`config.mk`:
```
export PLATFORM = sky130hd
export DESIGN_NAME = mem_port_arbiter_flat
export DESIGN_NICKNAME = d
export VERILOG_FILES = /design/src/rtl/mem_port_arbiter_if.sv /design/src/rtl/mem_port_arbiter.sv /design/src/flat_wrapper.sv
export SDC_FILE = /design/constraint.sdc
export NUM_CORES = 1
export LEC_CHECK = 0
export CAP_MARGIN = 30
export CELL_PAD_IN_SITES_DETAIL_PLACEMENT = 1
export CELL_PAD_IN_SITES_GLOBAL_PLACEMENT = 1
export CORE_MARGIN = 8
export CORE_UTILIZATION = 13
export DETAILED_ROUTE_END_ITERATION = 10
export GPL_TIMING_DRIVEN = 0
export PLACE_DENSITY = 0.89
export SLEW_MARGIN = 15
export SYNTH_ARGS = -nofsm -noshare
export SYNTH_HDL_FRONTEND = slang
export SYNTH_SLANG_ARGS = --single-unit
export TNS_END_PERCENT = 10
```
`constraint.sdc`:
```
create_clock -name clk -period 2.7 [get_ports clk]
set_input_delay 0.54 -clock clk [delete_from_list [all_inputs] [get_ports clk]]
set_output_delay 0.54 -clock clk [all_outputs]
set_load 0.03 [all_outputs]
```
`src/rtl/mem_port_arbiter_if.sv`:
```
`default_nettype none
// ============================================================================
// Module      : mem_port_arbiter_if
// Description : Fetch, data and unified-memory bundle around the arbiter.
// Revision    : 1.0 - initial release
// ============================================================================
interface mem_port_arbiter_if #(
    parameter int ADDR_W = 32,
    parameter int DATA_W = 32
);
    logic              imem_en;
    logic [ADDR_W-1:0] imem_addr;
    logic [DATA_W-1:0] imem_rdata;
    logic              imem_wait;
    logic              dmem_r;
    logic              dmem_w;
    logic [ADDR_W-1:0] dmem_addr;
    logic [DATA_W-1:0] dmem_wdata;
    logic [DATA_W-1:0] dmem_rdata;
    logic              dmem_wait;
    logic              mem_req;
    logic              mem_we;
    logic [ADDR_W-1:0] mem_addr;
    logic [DATA_W-1:0] mem_wdata;
    logic [DATA_W-1:0] mem_rdata;
    logic              mem_ready;

    // Environment view: the CPU ports and the memory together.
    modport master (
        output imem_en, imem_addr, dmem_r, dmem_w, dmem_addr, dmem_wdata,
        output mem_rdata, mem_ready,
        input  imem_rdata, imem_wait, dmem_rdata, dmem_wait,
        input  mem_req, mem_we, mem_addr, mem_wdata
    );

    // Arbiter view.
    modport slave (
        input  imem_en, imem_addr, dmem_r, dmem_w, dmem_addr, dmem_wdata,
        input  mem_rdata, mem_ready,
        output imem_rdata, imem_wait, dmem_rdata, dmem_wait,
        output mem_req, mem_we, mem_addr, mem_wdata
    );
endinterface
`default_nettype wire

```
`src/rtl/mem_port_arbiter.sv`:
```
`default_nettype none
// ============================================================================
// Module      : mem_port_arbiter
// Description : Data-priority arbiter sharing one memory port between fetch
//               and data, with a starvation counter forcing fetch progress.
// Revision    : 1.0 - initial release
// ============================================================================
module mem_port_arbiter #(
    parameter int ADDR_W       = 32,
    parameter int DATA_W       = 32,
    parameter int STARVE_LIMIT = 4
) (
    input  logic                 clk,
    input  logic                 rst,
    mem_port_arbiter_if.slave    bus
);
    typedef enum logic [1:0] {
        IDLE  = 2'd0,
        IBUSY = 2'd1,
        DBUSY = 2'd2
    } state_t;

    typedef enum logic [1:0] {
        OWN_NONE = 2'd0,
        OWN_I    = 2'd1,
        OWN_D    = 2'd2
    } owner_t;

    localparam logic [3:0] c_starve_limit = 4'(STARVE_LIMIT);

    state_t     r_state;
    state_t     w_state_nxt;
    logic [3:0] r_starve_cnt;
    logic [3:0] w_starve_nxt;
    owner_t     w_owner;
    logic       w_dreq;

    always_ff @(posedge clk) begin
        if (!rst) begin
            r_state      <= IDLE;
            r_starve_cnt <= 4'd0;
        end else begin
            r_state      <= w_state_nxt;
            r_starve_cnt <= w_starve_nxt;
        end
    end

    // Busy states lock the owner so the access is never re-arbitrated mid-flight.
    always_comb begin
        w_dreq  = bus.dmem_r | bus.dmem_w;
        w_owner = OWN_NONE;
        if (rst) begin
            case (r_state)
                IBUSY:   w_owner = OWN_I;
                DBUSY:   w_owner = OWN_D;
                default: begin
                    if ((r_starve_cnt >= c_starve_limit) && bus.imem_en)
                        w_owner = OWN_I;
                    else if (w_dreq)
                        w_owner = OWN_D;
                    else if (bus.imem_en)
                        w_owner = OWN_I;
                    else
                        w_owner = OWN_NONE;
                end
            endcase
        end
    end

    always_comb begin
        bus.mem_req    = (w_owner != OWN_NONE);
        bus.mem_we     = (w_owner == OWN_D) && bus.dmem_w;
        bus.mem_addr   = '0;
        bus.mem_wdata  = '0;
        bus.imem_wait  = bus.imem_en & ~((w_owner == OWN_I) & bus.mem_ready);
        bus.dmem_wait  = w_dreq & ~((w_owner == OWN_D) & bus.mem_ready);
        bus.imem_rdata = '0;
        bus.dmem_rdata = '0;
        case (w_owner)
            OWN_I: bus.mem_addr = bus.imem_addr;
            OWN_D: begin
                bus.mem_addr  = bus.dmem_addr;
                bus.mem_wdata = bus.dmem_wdata;
            end
            default: ;
        endcase
        // A withdrawn requester must not see data from the access it abandoned.
        if ((w_owner == OWN_I) && bus.mem_ready && bus.imem_en)
            bus.imem_rdata = bus.mem_rdata;
        if ((w_owner == OWN_D) && bus.mem_ready && w_dreq)
            bus.dmem_rdata = bus.mem_rdata;
    end

    always_comb begin
        w_state_nxt = r_state;
        case (r_state)
            IDLE: begin
                if ((w_owner == OWN_I) && !bus.mem_ready)
                    w_state_nxt = IBUSY;
                else if ((w_owner == OWN_D) && !bus.mem_ready)
                    w_state_nxt = DBUSY;
            end
            IBUSY, DBUSY: begin
                if (bus.mem_ready)
                    w_state_nxt = IDLE;
            end
            default: w_state_nxt = IDLE;
        endcase
    end

    always_comb begin
        w_starve_nxt = r_starve_cnt;
        if (!bus.imem_en)
            w_starve_nxt = 4'd0;
        else if ((w_owner == OWN_I) && bus.mem_ready)
            w_starve_nxt = 4'd0;
        else if ((w_owner != OWN_I) && (r_starve_cnt != 4'hF))
            w_starve_nxt = r_starve_cnt + 4'd1;
    end
endmodule
`default_nettype wire
```
`src/flat_wrapper.sv`:
```
// flat-port wrapper written by rule: the top's interface ports become plain ports
module mem_port_arbiter_flat 
#(
    parameter int ADDR_W       = 32,
    parameter int DATA_W       = 32,
    parameter int STARVE_LIMIT = 4
)
  (clk, rst, bus_imem_en, bus_imem_addr, bus_dmem_r, bus_dmem_w, bus_dmem_addr, bus_dmem_wdata, bus_mem_rdata, bus_mem_ready, bus_imem_rdata, bus_imem_wait, bus_dmem_rdata, bus_dmem_wait, bus_mem_req, bus_mem_we, bus_mem_addr, bus_mem_wdata);
  mem_port_arbiter_if #(.ADDR_W(ADDR_W), .DATA_W(DATA_W)) bus_i ();
  input  logic clk;
  input  logic rst;
  input wire logic [$bits(bus_i.imem_en)-1:0] bus_imem_en;
  input wire logic [$bits(bus_i.imem_addr)-1:0] bus_imem_addr;
  input wire logic [$bits(bus_i.dmem_r)-1:0] bus_dmem_r;
  input wire logic [$bits(bus_i.dmem_w)-1:0] bus_dmem_w;
  input wire logic [$bits(bus_i.dmem_addr)-1:0] bus_dmem_addr;
  input wire logic [$bits(bus_i.dmem_wdata)-1:0] bus_dmem_wdata;
  input wire logic [$bits(bus_i.mem_rdata)-1:0] bus_mem_rdata;
  input wire logic [$bits(bus_i.mem_ready)-1:0] bus_mem_ready;
  output wire logic [$bits(bus_i.imem_rdata)-1:0] bus_imem_rdata;
  output wire logic [$bits(bus_i.imem_wait)-1:0] bus_imem_wait;
  output wire logic [$bits(bus_i.dmem_rdata)-1:0] bus_dmem_rdata;
  output wire logic [$bits(bus_i.dmem_wait)-1:0] bus_dmem_wait;
  output wire logic [$bits(bus_i.mem_req)-1:0] bus_mem_req;
  output wire logic [$bits(bus_i.mem_we)-1:0] bus_mem_we;
  output wire logic [$bits(bus_i.mem_addr)-1:0] bus_mem_addr;
  output wire logic [$bits(bus_i.mem_wdata)-1:0] bus_mem_wdata;
  assign bus_i.imem_en = bus_imem_en;
  assign bus_i.imem_addr = bus_imem_addr;
  assign bus_i.dmem_r = bus_dmem_r;
  assign bus_i.dmem_w = bus_dmem_w;
  assign bus_i.dmem_addr = bus_dmem_addr;
  assign bus_i.dmem_wdata = bus_dmem_wdata;
  assign bus_i.mem_rdata = bus_mem_rdata;
  assign bus_i.mem_ready = bus_mem_ready;
  assign bus_imem_rdata = bus_i.imem_rdata;
  assign bus_imem_wait = bus_i.imem_wait;
  assign bus_dmem_rdata = bus_i.dmem_rdata;
  assign bus_dmem_wait = bus_i.dmem_wait;
  assign bus_mem_req = bus_i.mem_req;
  assign bus_mem_we = bus_i.mem_we;
  assign bus_mem_addr = bus_i.mem_addr;
  assign bus_mem_wdata = bus_i.mem_wdata;
  mem_port_arbiter #(.ADDR_W(ADDR_W), .DATA_W(DATA_W), .STARVE_LIMIT(STARVE_LIMIT)) u_core (.clk(clk), .rst(rst), .bus(bus_i));
endmodule
```
# Yosys cells after proc, flatten, opt, wreduce, memory -nomap -nowiden
# Cells that the tools add are included.
# Widths: inputs -> output; s select.
[totals]
wordCells = 49
register_bits = 6
out_inout_bits = 132
[op_classes]
n_eq_ne = 8
reduce_logical = 15
muxes = 13
order_cmp = 1
n_addsub = 1
bitwise_logic = 9
[ops]
columns = ["cell", "count"]
rows = [
  ["$mux 32", 3],
  ["$pmux 32 s2", 1],
  ["$mux 2", 6],
  ["$logic_and 1x1->1", 9],
  ["$pmux 2 s2", 2],
  ["$add 4x1->4 const B", 1],
  ["$and 1x1->1", 4],
  ["$eq 2x1->1 const B", 2],
  ["$eq 2x2->1 const B", 2],
  ["$ge 4x3->1 const B", 1],
  ["$ne 4x4->1 const B", 1],
  ["$not 1->1", 4],
  ["$ne 3x1->1 const B", 1],
  ["$reduce_or 3->1", 1],
  ["$logic_not 2->1", 1],
  ["$ne 2x1->1 const B", 1],
  ["$ne 2x2->1 const B", 1],
  ["$reduce_and 2->1", 1],
  ["$reduce_bool 2->1", 1],
  ["$reduce_or 2->1", 1],
  ["$logic_not 1->1", 1],
  ["$mux 1", 1],
  ["$or 1x1->1", 1],
]

# Logic depth before layout (Yosys ltp)
[depth]
depth_word = 10
mapped_depth = 12
ltp_nobuf = 9

# Worst setup path before layout
# OpenSTA, ideal clock, no wires.
[synth_path]
kind = "register to output"
from = "register u_core.r_state[0]"
to = "output bus_mem_addr[16]"
arrival_ns = 2.281
stages_incl_launch_ff = 12
required_time_ns = 2.160
n_path_buf = 3
setup_slack_ns = -0.121
path_cell_list = "dfxtp_1 > inv_1 > ha_1 > buf_2 > nor2b_1 > and3b_1 > a31oi_1 > ha_1 > buf_4 > buf_6 > a22oi_1 > nor2b_1"
[synth_between]
elab_chain_cells = 5
elab_cells_between_ends = 7
cone_classes = "eq/ne (4); mux (3)"
[synth_lines]
columns = ["element", "line_no", "text"]
rows = [
  ["start, declared", "mem_port_arbiter.sv:31", "state_t r_state;"],
  ["start signal, assigned", "mem_port_arbiter.sv:43", "r_state <= w_state_nxt;"],
  ["$eq 2x2->1 or $eq 2x1->1 (tied branches)", "mem_port_arbiter.sv:53", "case (r_state)"],
  ["$pmux 2 s2 *", "mem_port_arbiter.sv:53", ""],
  ["$mux 2 *", "mem_port_arbiter.sv:52", "if (rst) begin"],
  ["$eq 2x2->1 or $eq 2x1->1 (tied branches)", "mem_port_arbiter.sv:79", "case (w_owner)"],
  ["$pmux 32 s2 *", "mem_port_arbiter.sv:79", ""],
  ["end, declared", "flat_wrapper.sv:26", "output wire logic [$bits(bus_i.mem_addr)-1:0] bus_mem_addr;"],
]
# Every way passes the cells marked *; elsewhere a longest branch is shown, timed or not.

# Worst setup path in the final report
[layout_path]
from = "register u_core.r_state[0]"
to = "output bus_dmem_rdata[17]"
[layout_between]
elab_chain_cells = 7
elab_cells_between_ends = 8
cone_classes = "eq/ne (3); mux (3); reduce/logical (2)"
[layout_lines]
columns = ["element", "line_no", "text"]
rows = [
  ["$eq 2x2->1 or $eq 2x1->1 (tied branches)", "mem_port_arbiter.sv:53", ""],
  ["$pmux 2 s2 *", "mem_port_arbiter.sv:53", ""],
  ["$mux 2 *", "mem_port_arbiter.sv:52", ""],
  ["$eq 2x2->1 *", "mem_port_arbiter.sv:90", "if ((w_owner == OWN_D) && bus.mem_ready && w_dreq)"],
  ["$logic_and 1x1->1 * (2 in series)", "mem_port_arbiter.sv:90", ""],
  ["$mux 32 *", "mem_port_arbiter.sv:90", ""],
  ["end, declared", "flat_wrapper.sv:22", "output wire logic [$bits(bus_i.dmem_rdata)-1:0] bus_dmem_rdata;"],
]
# Marked as above.

==> metrics.txt <==
chip height=129 um; CP Launch Type=flop; total CTS buffers=3; Non-Filler Instances=696; Pwr Density=243 mW/mm^2; Seq cells post-synth=6; vias per inst=4.16; area added between synthesis and finish=210%; IO Pins=266; I/O Buffers=264; routability cong.=0.814; Clock Skews=0.00129 ns; via count=2,898; WL final=13.2 mm; diodes inserted=0; htree depth=1; Critical R2R Capture=u_core.r_state[0]$_SDFFE_PN0P_; CTS tree=built; Starting Density=0.132; Hold Buf Count CTS=0; clock root cell=clkbuf_16; setup_tns=-8.49 ns; die area=0.0166 sq mm; Max-Slew Margin vs Limit=0.755; final hold viol count=0; CTS sink cnt=6; # setup viols final=101; Bufs on Longest Clock Path=2; Leakage=2.22 nW; Max Cap Viol=0; crit path time final=2.83 ns; WHS=0.546 ns; Worst VDD drop=0.206 mV; final-report max-slew violation count=0; Placed Cells=677; vias in the first global route=3,224; Post-Syn Instances=241; first-pass GRT wire length=18.7 mm; fin nets=667; Syn Area/Cell=6.86 sq um; Clk Latency, worst-skew pair=0.23 ns; Core Box Area=0.0125 sq mm; worst-path fanout max=8; drt first-iter violations=62; layout cells sized above 1=0.511; Fillers=1,468; Post-synth EDFFs=0; R2R Setup Slk=0.66 ns; WP data required=2.16 ns; final period utilization=1.05; ys async rst share=0; unrepaired setup endpoints after global routing=true; Post-Layout Inst Area=0.00512 sq mm; gr ovfl total=0; Reg area=123 sq um; min-delay src=u_core.r_starve_cnt[1]$_SDFFE_PP0P_; post-route ant nets=0; Die Span X=129 um; hold worst-path end=u_core.r_starve_cnt[1]$_SDFFE_PP0P_; FMAX=0.353 GHz; setup ws final=-0.132 ns; Remaining DRCs=0; Setup WS pre-CTS=-1.28 ns; path depth of the worst reg2reg path=11; Arrival @ worst endpoint=2.29 ns; area of the multi-input gates=0.00171 sq mm; Synthesis Warnings=0; Synth Cell Area=0.00165 sq mm; dpl hpwl=10.9 mm; antenna violations before repair=0; Placed Area=0.00452 sq mm; Worst Hold Class=flop to flop; Worst-path clk slew=0.03 ns; sequential share of the synthesized area=0.0727; total global-route track usage=0.143; FP Rows=41; crit path kind=flop to primary output; routed len/inst=19.0 um; Crit. End Element=primary output; violated checks=negative setup slack; Worst-Margin Slew=0.366 ns; Most used DFF post-synth=dfxtp_1; syn nets=382; hold path depth=2; r2r startpoint=u_core.r_state[1]$_SDFFE_PN0P_; pin count of the biggest net entering global routing=11; outcome=finished with violations; DRT Pass-1 Iters=4; Synth cell types=34
## routing by layer
layer	vias to the layer above	track usage	wire [um]
met5	-	0	0
met4	0	0.0270	155
met3	11	0.0385	1080
met2	146	0.284	7250
met1	1369	0.146	4750
li1	1372	-	-
## kinds of logic (layout without fill, tap and decap cells)
group                      after synthesis  in the layout  share of synthesized area
AOI/OAI and AO/OA                       48             48                      0.217
xor gates and xnor gates                 1              1                    0.00530
adders and majority gates                7              7                     0.0530
buffers and inverters                   30            313                     0.0916
DFF                                      6              6                     0.0727
muxes                                    1              1                    0.00606
and+or+nand+nor                        148            148                      0.555
## Yosys cell counts (all sizes together) (2+ instances only)
cell    instances  area share
a21oi           4       0.012
a22oi          32        0.15
a31o            2       0.011
a31oi           4       0.019
and2           97        0.37
buf            18       0.064
clkbuf          5       0.011
dfxtp           6       0.073
ha              7       0.053
inv             7       0.016
nand2           4      0.0091
nor2            5       0.016
nor2b          33        0.12
nor3            2      0.0061
## registers in the layout, indices dropped and copies added, names as in the netlist
| register | count |
|---|---|
| u_core.r_state | 2 |
| u_core.r_starve_cnt | 4 |
## worst max-delay path by stage
stage                              startpoint            endpoint  depth (start not counted)
4_1_cts        u_core.r_state[0]$_SDFFE_PN0P_    bus_mem_addr[30]                         12
2_1_floorplan  u_core.r_state[0]$_SDFFE_PN0P_    bus_mem_addr[25]                         11
3_3_place_gp                       bus_dmem_w   bus_imem_rdata[3]                          9
5_1_grt        u_core.r_state[0]$_SDFFE_PN0P_  bus_dmem_rdata[14]                         12
3_5_place_dp                       bus_dmem_w  bus_imem_rdata[29]                          9
6_report       u_core.r_state[0]$_SDFFE_PN0P_  bus_dmem_rdata[17]                         12
## layout by cell type (no fill, tap or decap), types with 4 or more instances in the layout
master / count
clkdlybuf4s50_1: 129
buf_6: 86
and2_4: 55
buf_4: 54
and2_1: 42
a22oi_1: 24
nor2b_1: 23
clkbuf_4: 14
a22oi_2: 8
nor2b_2: 7
buf_2: 5
inv_1: 4
a21oi_1: 4
ha_4: 4
dfxtp_1: 4
## power breakdown
group	internal [mW]	leakage, nW	switching (mW)
Combinational	0.470	2.13	0.431
Sequential	0.0931	0.0497	0.00317
Clock	0.191	0.0370	0.0549
## worst max-delay path, stage by stage, from the launching register on
cell	delay (ns)
dfxtp_2	0.33
inv_2	0.05
ha_4	0.24
nor2b_4	0.11
and3b_2	0.23
a31o_1	0.16
ha_4	0.21
nand2_4	0.07
nor2_4	0.11
buf_12	0.14
buf_6	0.12
and2_1	0.14
buf_6	0.13
## final cells by class
class	count	area share
multi-input cells	205	0.334
repair buffers	282	0.537
well taps	172	0.0420
flip-flops and latches	6	0.0240
inverters	7	0.00513
plain buffers	21	0.0428
clock buffers	3	0.0147
## through the flow
| step | util | total power [mW] |
|---|---|---|
| floorplan | - | 0.462 |
| global placement | 0.361 | 0.876 |
| detailed placement | 0.361 | 0.897 |
| CTS | 0.396 | 1.20 |
| global route | 0.409 | 1.30 |
| finish | 0.409 | 1.24 |
## repair_timing
item | CTS | global route
buffers inserted | 8 | 4
setup endpoints to repair | 132 | 131
pin swaps | 23 | 7
resized for setup | 865 | 138
cloned | 6 | 0
Note: power is estimated with default switching activity, not from simulation.
